### config.mk
export PLATFORM = sky130hd
export DESIGN_NAME = inst_fetch
export DESIGN_NICKNAME = d
export VERILOG_FILES = /design/src/rtl/inst_fetch.sv
export SDC_FILE = /design/constraint.sdc
export NUM_CORES = 1
export LEC_CHECK = 0
export ABC_CLOCK_PERIOD_IN_PS = 2050
export CAP_MARGIN = 20
export CORE_UTILIZATION = 47
export CTS_CLUSTER_DIAMETER = 200
export DETAILED_ROUTE_END_ITERATION = 12
export PLACE_DENSITY_LB_ADDON = 0.12
export SETUP_SLACK_MARGIN = 0.2
export SYNTH_ARGS = -nofsm -noshare
export SYNTH_HDL_FRONTEND = slang
export SYNTH_SLANG_ARGS = --single-unit
### constraint.sdc
create_clock -name clk_i -period 2.05 [get_ports clk_i]
set_input_delay 0.41 -clock clk_i [delete_from_list [all_inputs] [get_ports clk_i]]
set_output_delay 0.41 -clock clk_i [all_outputs]
set_load 0.02 [all_outputs]
### src/rtl/inst_fetch.sv
// Instruction fetch unit: owns the PC, reads the combinational instruction ROM,
// and hands one instruction at a time to decode over a valid/ready handshake.
module inst_fetch #(
    parameter int              ADDR_W     = 7,
    parameter int              DATA_W     = 8,
    parameter logic [ADDR_W-1:0] START_ADDR = '0,
    parameter logic [DATA_W-1:0] HALT_INST  = 8'hFF,
    parameter int              CNT_W      = 16
) (
    input  logic              clk_i,
    input  logic              reset_n_i,
    output logic [ADDR_W-1:0] rom_addr_o,
    input  logic [DATA_W-1:0] rom_data_i,
    output logic [DATA_W-1:0] inst_o,
    output logic [ADDR_W-1:0] inst_addr_o,
    output logic              inst_valid_o,
    input  logic              inst_ready_i,
    input  logic              branch_en_i,
    input  logic              branch_rel_i,
    input  logic [ADDR_W-1:0] branch_target_i,
    output logic              halted_o,
    output logic [CNT_W-1:0]  fetch_count_o
);

    typedef enum logic {
        RUN    = 1'b0,
        HALTED = 1'b1
    } state_t;

    state_t            state_reg;
    logic [ADDR_W-1:0] pc_reg;
    logic [DATA_W-1:0] inst_reg;
    logic [ADDR_W-1:0] inst_addr_reg;
    logic              inst_valid_reg;
    logic              halted_reg;
    logic [CNT_W-1:0]  count_reg;

    logic              fire;
    logic              load;
    logic [ADDR_W-1:0] branch_dest;

    assign fire = inst_valid_reg & inst_ready_i;
    // Branch pre-empts any load in the same cycle.
    assign load = (state_reg == RUN) && (!inst_valid_reg || fire) && !branch_en_i;
    assign branch_dest = branch_rel_i ? (inst_addr_reg + branch_target_i) : branch_target_i;

    always_ff @(posedge clk_i or negedge reset_n_i) begin
        if (!reset_n_i) begin
            state_reg      <= RUN;
            pc_reg         <= START_ADDR;
            inst_reg       <= '0;
            inst_addr_reg  <= '0;
            inst_valid_reg <= 1'b0;
            halted_reg     <= 1'b0;
            count_reg      <= '0;
        end else begin
            if (fire && (count_reg != {CNT_W{1'b1}})) begin
                count_reg <= count_reg + 1'b1;
            end

            if (branch_en_i) begin
                pc_reg         <= branch_dest;
                inst_valid_reg <= 1'b0;
                state_reg      <= RUN;
                halted_reg     <= 1'b0;
            end else if (load) begin
                inst_reg       <= rom_data_i;
                inst_addr_reg  <= pc_reg;
                inst_valid_reg <= 1'b1;
                pc_reg         <= pc_reg + 1'b1;
                // The halt word is still delivered; only further loads stop.
                if (rom_data_i == HALT_INST) begin
                    state_reg  <= HALTED;
                    halted_reg <= 1'b1;
                end
            end else if (fire) begin
                inst_valid_reg <= 1'b0;
            end
        end
    end

    assign rom_addr_o    = pc_reg;
    assign inst_o        = inst_reg;
    assign inst_addr_o   = inst_addr_reg;
    assign inst_valid_o  = inst_valid_reg;
    assign halted_o      = halted_reg;
    assign fetch_count_o = count_reg;

endmodule
==> Word-level counts from Yosys, hierarchy flattened <==
Cells that the tools add are included.
{ "classes": {"add_sub_neg": 3, "n_eq_ne": 2, "mux": 9, "bitwise": 3, "reduce_logical": 11} }
{ "op_table": {"columns": ["op", "count"], "rows": [
  ["$mux W7", 3],
  ["$add A16 B1 Y16 const B", 1],
  ["$ne A16 B16 Y1 const B", 1],
  ["$eq A8 B8 Y1 const B", 1],
  ["$add A7 B1 Y7 const B", 1],
  ["$add A7 B7 Y7", 1],
  ["$mux W1", 6],
  ["$reduce_and A2 Y1", 2],
  ["$reduce_bool A2 Y1", 2],
  ["$logic_and A1 B1 Y1", 3],
  ["$reduce_bool A3 Y1", 1],
  ["$logic_not A1 Y1", 2],
  ["$not A1 Y1", 2],
  ["$and A1 B1 Y1", 1],
  ["$logic_or A1 B1 Y1", 1]
]} }
{ "totals": {"reg_bits": 40, "output_inout_bits": 40} }

==> Longest topological paths before layout <==
Gate-level depths: netlist of the first run.
{ "logic_depth": {"ltp_word": 6, "depth_mapped": 7, "mapped_depth_nobuf": 7} }

==> Worst setup path before layout of the first run <==
No wires, ideal clock.
{ "synth_timing": {"kind": "flip-flop to flip-flop", "start": "reg inst_addr_reg[0] (netlist: inst_addr_o[0])", "end": "reg pc_reg[6] (netlist: rom_addr_o[6])", "setup_time_ns": 0.133, "arrival_ns": 1.808, "setup_slack_ns": 0.109, "stages_incl_launch_ff": 8, "n_path_buf": 0, "period_less_slack_ns": 1.941, "path_cell_list": "dfrtp_1 -> ha_1 -> fa_1 -> a211oi_1 -> or4_1 -> nand3_1 -> xnor2_1 -> mux2i_1"} }
{ "synth_via": {"elab_chain_len": 3} }
{ "synth_rtl": {"columns": ["item", "line_no", "source"], "rows": [
  ["start: declaration", "33", "logic [ADDR_W-1:0] inst_addr_reg;"],
  ["start signal: assignment", "68", "inst_addr_reg <= pc_reg;"],
  ["$add A7 B7 Y7", "45", "assign branch_dest = branch_rel_i ? (inst_addr_reg + branch_target_i) : branch_target_i;"],
  ["$mux W7", "45", null],
  ["$mux W7", "61", "if (branch_en_i) begin"],
  ["end signal: assignment", "62", "pc_reg <= branch_dest;"],
  ["end signal: assignment", "70", "pc_reg <= pc_reg + 1'b1;"],
  ["end: declaration", "31", "logic [ADDR_W-1:0] pc_reg;"]
]} }
Every way passes these cells.
A chain may end at the register's enable or synchronous reset.

==> Worst setup path in the final report of the first run <==
{ "layout_timing": {"start": "reg inst_addr_reg[0] (netlist: inst_addr_o[0])", "end": "reg pc_reg[4] (netlist: rom_addr_o[4])"} }
Same word-level chain as after synthesis.

==> summary.txt, run 1 <==
CP arrival = 2.05 ns
CORE AREA = 4140 µm²
Post-placement cell count = 311
Final ANT Viol Nets = 0
WS Path Type = register to register
CTS tree = yes
Final Max Tran Viols = 0
Final min period = 1.83 ns
Overall Global Routing Usage = 21.9%
Diodes inserted = 0
Cells after Synth = 191
Avg Synthesized Cell Area = 11.0 µm²
Final hold slack = 0.161 ns
Peak supply drop = 0.000670 V
Setup TNS = 0 ns
Initial antenna violation count = 0
DRT iter0 DRCs = 105
Routed wire length = 4.51 mm
Final Hold Fails = 0
Rows = 23
Nature of the critical path endpoint = register
#FFs+latches synth = 40
DR WL/cell = 14.1 µm
Nets = 299
Ports = 60
Final core utilization = 75.0%
Post-route DRC = 0
Die Ht = 69.0 µm
Largest net degree at the start of global routing = 41
First-pass GRT wire length = 7.60 mm
Initial Utilization = 50.9%
LEAKAGE = 1.39 nW
Die X = 69.0 µm
Post-synthesis sequential area ratio = 47.4%
RePlAce Congestion = 0.752
Status = completed
Vias/cell = 5.38
Startpoint types = register
Htree depth = 2
Vias = 1727
Max-Slew Margin vs Limit = 67.1%
Crit path max fanout = 3
Cts-stage hold buffer count = 0
Worst slew pin tran = 0.494 ns
Total CTS buffers = 5
Fin area = 3110 µm²
Placed inst area = 2880 µm²
MaxCap Viol Count = 0
Final Skew = 0.00601 ns
Die area = 4760 µm²
Root buf cell = clkbuf_8
Fmax = 546 MHz
Post-route insts no fill = 321
Port Buffers = 59
Worst Reg2Reg Path Length in Cells = 8
RSZ-0062 raised after global routing = yes
CTS Sinks = 40
WP data required = 2.27 ns
Layout cell share with drive strength beyond 1 = 19.9%
Final worst-path setup slack = 0.220 ns
Synth Cell Area = 2110 µm²
Clock Latency Late Sink = 0.29 ns
Vias in the first global route = 1727
Synth cell types = 43
Area grow syn2layout = 47.3%
Longest Clk Path Bufs = 2
Initial DRT Pass Iterations = 4
Cell Pwr Density = 1120 nW/µm²
Setup Viol. Count Final = 0
CTS clock-pin slew for the worst setup and hold paths = 0.08 ns
Final Total Pwr = 3.49 mW
Worst hold path class = primary input to async pin
DP Wirelength = 3.29 mm
Period utilisation layout = 89.3%
Synth Warn # = 0
GR Overflow Total = 0
Pre-CTS setup slack = -0.349 ns
Post-synthesis net count = 220
[registers in the layout, summed over array words and instances (netlist names)]
signal and count:
inst_valid_o 1, inst_o 8, halted_o 1, inst_addr_o 7
rom_addr_o 7, fetch_count_o 16
[cell usage in the layout, fill, tap and decap left out, types with 3 or more instances in the layout]
cell type	n
mux2_1	9
nand2b_1	3
clkbuf_8	6
nor2_1	10
nor3_2	3
mux2_2	6
ha_1	4
buf_4	16
nand2_1	14
inv_1	6
dlymetal6s2s_1	5
mux2i_1	4
ha_4	4
a211oi_1	3
dfrtp_1	39
xor2_1	11
dlygate4sd2_1	4
a21oi_1	6
nand3_1	5
clkdlybuf4s50_1	49
o21ai_1	3
a21oi_2	3
nand4_1	5
o21ai_0	4
xnor2_1	12
[cells in the mapped netlist, drive strengths merged]
library cell	number	area share (%)
dfrtp	40	47
nand2	16	3.3
mux2	15	8.0
xnor2	13	5.4
xor2	11	4.6
nor2	10	1.8
a21oi	9	2.3
ha	8	4.7
nand4	7	2.7
o21ai	7	1.7
inv	6	1.1
nand3	6	1.4
a211oi	5	1.8
nor3	5	1.7
mux2i	4	1.9
buf	3	0.59
nand2b	3	0.89
a21o	2	0.71
clkbuf	2	0.36
nor2b	2	0.59
nor3b	2	0.95
nor4bb	2	0.95
o22ai	2	0.59
a311oi	1	0.42
and3	1	0.30
and4b	1	0.47
fa	1	0.95
nor4	1	0.30
nor4b	1	0.42
o211ai	1	0.36
o21bai	1	0.36
or3	1	0.30
or3b	1	0.42
or4	1	0.36
[critical path, stage by stage (launching register included)]
cell	delay, ns
dfrtp_2	0.44
ha_4	0.17
fa_2	0.36
buf_6	0.13
a21o_1	0.16
a21oi_2	0.14
xnor2_1	0.13
mux2i_1	0.09
a21oi_1	0.14
[where the power goes]
part           switching (mW)  internal [mW]  total, mW
registers               0.251          0.983       1.23
logic                   0.719          0.859       1.58
clock network           0.280          0.398      0.678
total                    1.25           2.24       3.49
[path summary, 6_finish.rpt]
check,endpoint,slack (ns),start
max,rom_addr_o[4],0.22,inst_addr_o[0]
min,fetch_count_o[0],0.16,reset_n_i
max reg2reg,rom_addr_o[4],0.22,inst_addr_o[0]
min reg2reg,inst_o[1],0.49,inst_o[1]
max in group asynchronous,inst_addr_o[0],1.53,reset_n_i
min in group clk_i,inst_o[1],0.49,inst_o[1]
[layout make-up]
| class | instances | area [µm²] |
|---|---|---|
| clock buffer | 6 | 82.6 |
| clock inverter | 2 | 38.8 |
| fill | 317 | 1040 |
| inverter | 6 | 22.5 |
| multi-input combinational | 140 | 1150 |
| sequential | 40 | 1000 |
| tap | 50 | 62.6 |
| timing repair buffer | 77 | 744 |
[timing repair]
item / CTS / global route
pin swaps: 6 / 8
endpoints found under the setup margin: 5 / 7
gates resized for setup: 14 / 10
buffers inserted: 1 / 1
[metal layers]
metal  track usage, %  share of wire [%]
met1             28.3                 47
met2             33.3                 44
met3             6.58                6.4
met4             10.7                2.6
met5                0                  0
[cells by family after synthesis]
| group | after synthesis | share of synthesized area (%) |
|---|---|---|
| buffers and inverters | 11 | 2.02 |
| muxes | 19 | 9.91 |
| and+or+nand+nor | 60 | 16.8 |
| AOI/OAI and AO/OA | 28 | 8.19 |
| adders and majority gates | 9 | 5.69 |
| xor gates and xnor gates | 24 | 9.96 |
| DFF | 40 | 47.4 |
Note: power is estimated with default switching activity, not from simulation.
==> run 2: changes to the inputs <==
RECOVER_POWER = 25   (was not set)
==> run 2 against run 1 <==
Effect of this change: global-route usage is the same; sequential power is essentially flat; utilization shrank 0.060 points; flip-flop and latch count is the same; die area is the same; count of clock-buffer cells in the layout is the same; final cell count is the same; design area is essentially flat; wire length is essentially flat; register-to-register slack is essentially flat; total power is essentially flat; critical path depth is the same; critical endpoint unchanged.
==> summary.txt, run 2 (synthesis results as in run 1) <==
Status = completed (unchanged)
DR WL/cell = 14.1 µm (about the same)
Initial DRT Pass Iterations = 4 (unchanged)
Switching fraction of total power = 35.8% (about the same)
Initial antenna violation count = 0 (unchanged)
Cts-stage hold buffer count = 0 (unchanged)
Number of flip-flops in the largest register = 16 (unchanged)
MaxCap Viol Count = 0 (unchanged)
R2R Setup Slk = 0.22 ns (about the same)
Fmax = 546 MHz (unchanged)
Comb power frac = 45.2% (about the same)
First-pass GRT wire length = 7.60 mm (unchanged)
FF+latch area = 1000 µm² (unchanged)
Multi-input logic area = 1150 µm² (unchanged)
Total CTS buffers = 5 (unchanged)
Clock share of power = 19.4% (about the same)
GR Overflow Total = 0 (unchanged)
WP data required = 2.27 ns (about the same)
Setup Viol. Count Final = 0 (unchanged)
Die Ht = 69.0 µm (unchanged)
Htree depth = 2 (unchanged)
CTS Sinks = 40 (unchanged)
Net switching power figure = 1.25 mW (unchanged)
Most frequent cells in the layout = clkdlybuf4s50_1, dfrtp_1, buf_4 (unchanged)
Vias/cell = 5.38 (unchanged)
RR Endpoint = rom_addr_o[4] (unchanged)
Setup TNS = 0 ns (unchanged)
Crit-path cells = ha_4 > fa_2 > buf_6 > a21o_1 > a21oi_2 > xnor2_1 > mux2i_1 > a21oi_1 (unchanged)
Period utilisation layout = 89.3% (unchanged)
Final Skew = 0.00601 ns (unchanged)
Root buf cell = clkbuf_8 (unchanged)
Longest Clk Path Bufs = 2 (unchanged)
Cell Pwr Density = 1120 nW/µm² (about the same)
Area grow syn2layout = 47.2% (was 47.3%)
Port Buffers = 59 (unchanged)
CP max-delay cell = dfrtp_2 (unchanged)
LEAKAGE = 1.39 nW (about the same)
Post-route insts no fill = 321 (unchanged)
CTS clock-pin slew for the worst setup and hold paths = 0.08 ns (about the same)
Die area = 4760 µm² (unchanged)
Final Max Tran Viols = 0 (unchanged)
Routed wire length = 4.51 mm (about the same)
Vias in the first global route = 1727 (unchanged)
Most common cell after layout, fill and taps aside = clkdlybuf4s50_1 (unchanged)
Final Hold Fails = 0 (unchanged)
Overall Global Routing Usage = 21.9% (unchanged)
Worst hold path class = primary input to async pin (unchanged)
Seq pwr share = 35.4% (about the same)
WS Path Type = register to register (unchanged)
Largest net degree at the start of global routing = 41 (unchanged)
RePlAce Congestion = 0.752 (unchanged)
Peak supply drop = 0.000670 V (about the same)
Clock Latency Late Sink = 0.29 ns (about the same)
CP arrival = 2.05 ns (about the same)
Worst Reg2Reg Path Length in Cells = 8 (unchanged)
Layout cell share with drive strength beyond 1 = 19.9% (unchanged)
Ports = 60 (unchanged)
Pre-CTS setup slack = -0.349 ns (unchanged)
Crit path max fanout = 3 (unchanged)
DRT iter0 DRCs = 105 (unchanged)
RSZ-0062 raised after global routing = yes (unchanged)
Rows = 23 (unchanged)
Startpoint types = register (unchanged)
Final min period = 1.83 ns (unchanged)
Die X = 69.0 µm (unchanged)
Max-Slew Margin vs Limit = 35.3% (was 67.1%)
Nature of the critical path endpoint = register (unchanged)
Final ANT Viol Nets = 0 (unchanged)
Int Pwr = 2.24 mW (about the same)
Vias = 1727 (unchanged)
Post-route DRC = 0 (unchanged)
Post-placement cell count = 311 (unchanged)
Filler instances = 318 (was 317)
Crit path largest cell delay = 0.44 ns (about the same)
Final worst-path setup slack = 0.220 ns (unchanged)
Launch point of the worst reg-to-reg path = inst_addr_o[0] (unchanged)
Nets = 299 (unchanged)
Initial Utilization = 50.9% (unchanged)
DP Wirelength = 3.29 mm (unchanged)
Worst slew pin tran = 0.970 ns (was 0.494 ns)
Diodes inserted = 0 (unchanged)
CORE AREA = 4140 µm² (unchanged)
CTS tree = yes (unchanged)
## run 2: changes by cell type in the layout (fill, tap and decap cells not counted)
cell,previous run,this run
buf_4,16,15
clkbuf_2,0,1
## run 2: what timing repair did
| item | in CTS | in global routing |
|---|---|---|
| resized for setup | 14 | 10 |
| setup buffers | 1 | 1 |
| pin swaps | 6 | 8 |
| setup endpoints to repair | 5 | 7 |
## run 2: critical path, delay by kind of cell (launching register included)
family / cells / cell delay [ns]
multiplexers: 1 / 0.09
AO/OA/AOI/OAI: 3 / 0.44
XOR/XNOR: 1 / 0.13
flip-flops: 1 / 0.44
adder cells (fa/ha/maj): 2 / 0.53
buffers and inverters: 1 / 0.13
## run 2: stage by stage
step / util, % / area [µm²] / hold WS, ns / power (mW)
2_1_floorplan: - / 2120 / 0.114 / 1.99
3_3_place_gp: 69.5 / 2880 / 0.471 / 2.66
3_5_place_dp: 69.5 / 2880 / 0.476 / 2.69
4_1_cts: 73.8 / 3060 / 0.176 / 3.47
5_1_grt: 74.9 / 3100 / 0.450 / 3.73
6_report: 74.9 / 3100 / 0.341 / 3.49
## run 2: routing by layer
layer | track usage [%] | wire (µm) | up-vias
li1 | - | - | 839
met1 | 28.3 | 2130 | 822
met2 | 33.3 | 1980 | 55
met3 | 6.58 | 290 | 11
met4 | 10.7 | 116 | 0
met5 | 0 | 0 | -
## run 2: how the worst max path moves through the flow
stage,startpoint,to,slack [ns],depth (start not counted)
after global routing,inst_addr_o[0],rom_addr_o[4],0.11,8
after CTS,branch_target_i[3],rom_addr_o[6],0.18,7
after detailed placement,branch_target_i[0],rom_addr_o[6],-0.35,8
after global placement,branch_target_i[0],rom_addr_o[6],-0.27,8
after floorplan,inst_addr_o[0],rom_addr_o[6],0.21,7
final,inst_addr_o[0],rom_addr_o[4],0.22,8
## run 2: cell type report
class	instances	share of cell area, %
inverter	6	0.726
clock buffer	6	2.66
timing repair buffer	77	23.9
sequential	40	32.3
clock inverter	2	1.25
tap	50	2.02
multi-input combinational	140	37.2
## run 2: power by group through the flow
stage / Sequential, mW / Clock, mW / Combinational [mW]
after floorplan: 1.42 / 0 / 0.571
after global placement: 1.22 / 0 / 1.43
after detailed placement: 1.23 / 0 / 1.46
after CTS: 1.23 / 0.700 / 1.54
after global routing: 1.27 / 0.721 / 1.74
final: 1.23 / 0.678 / 1.58
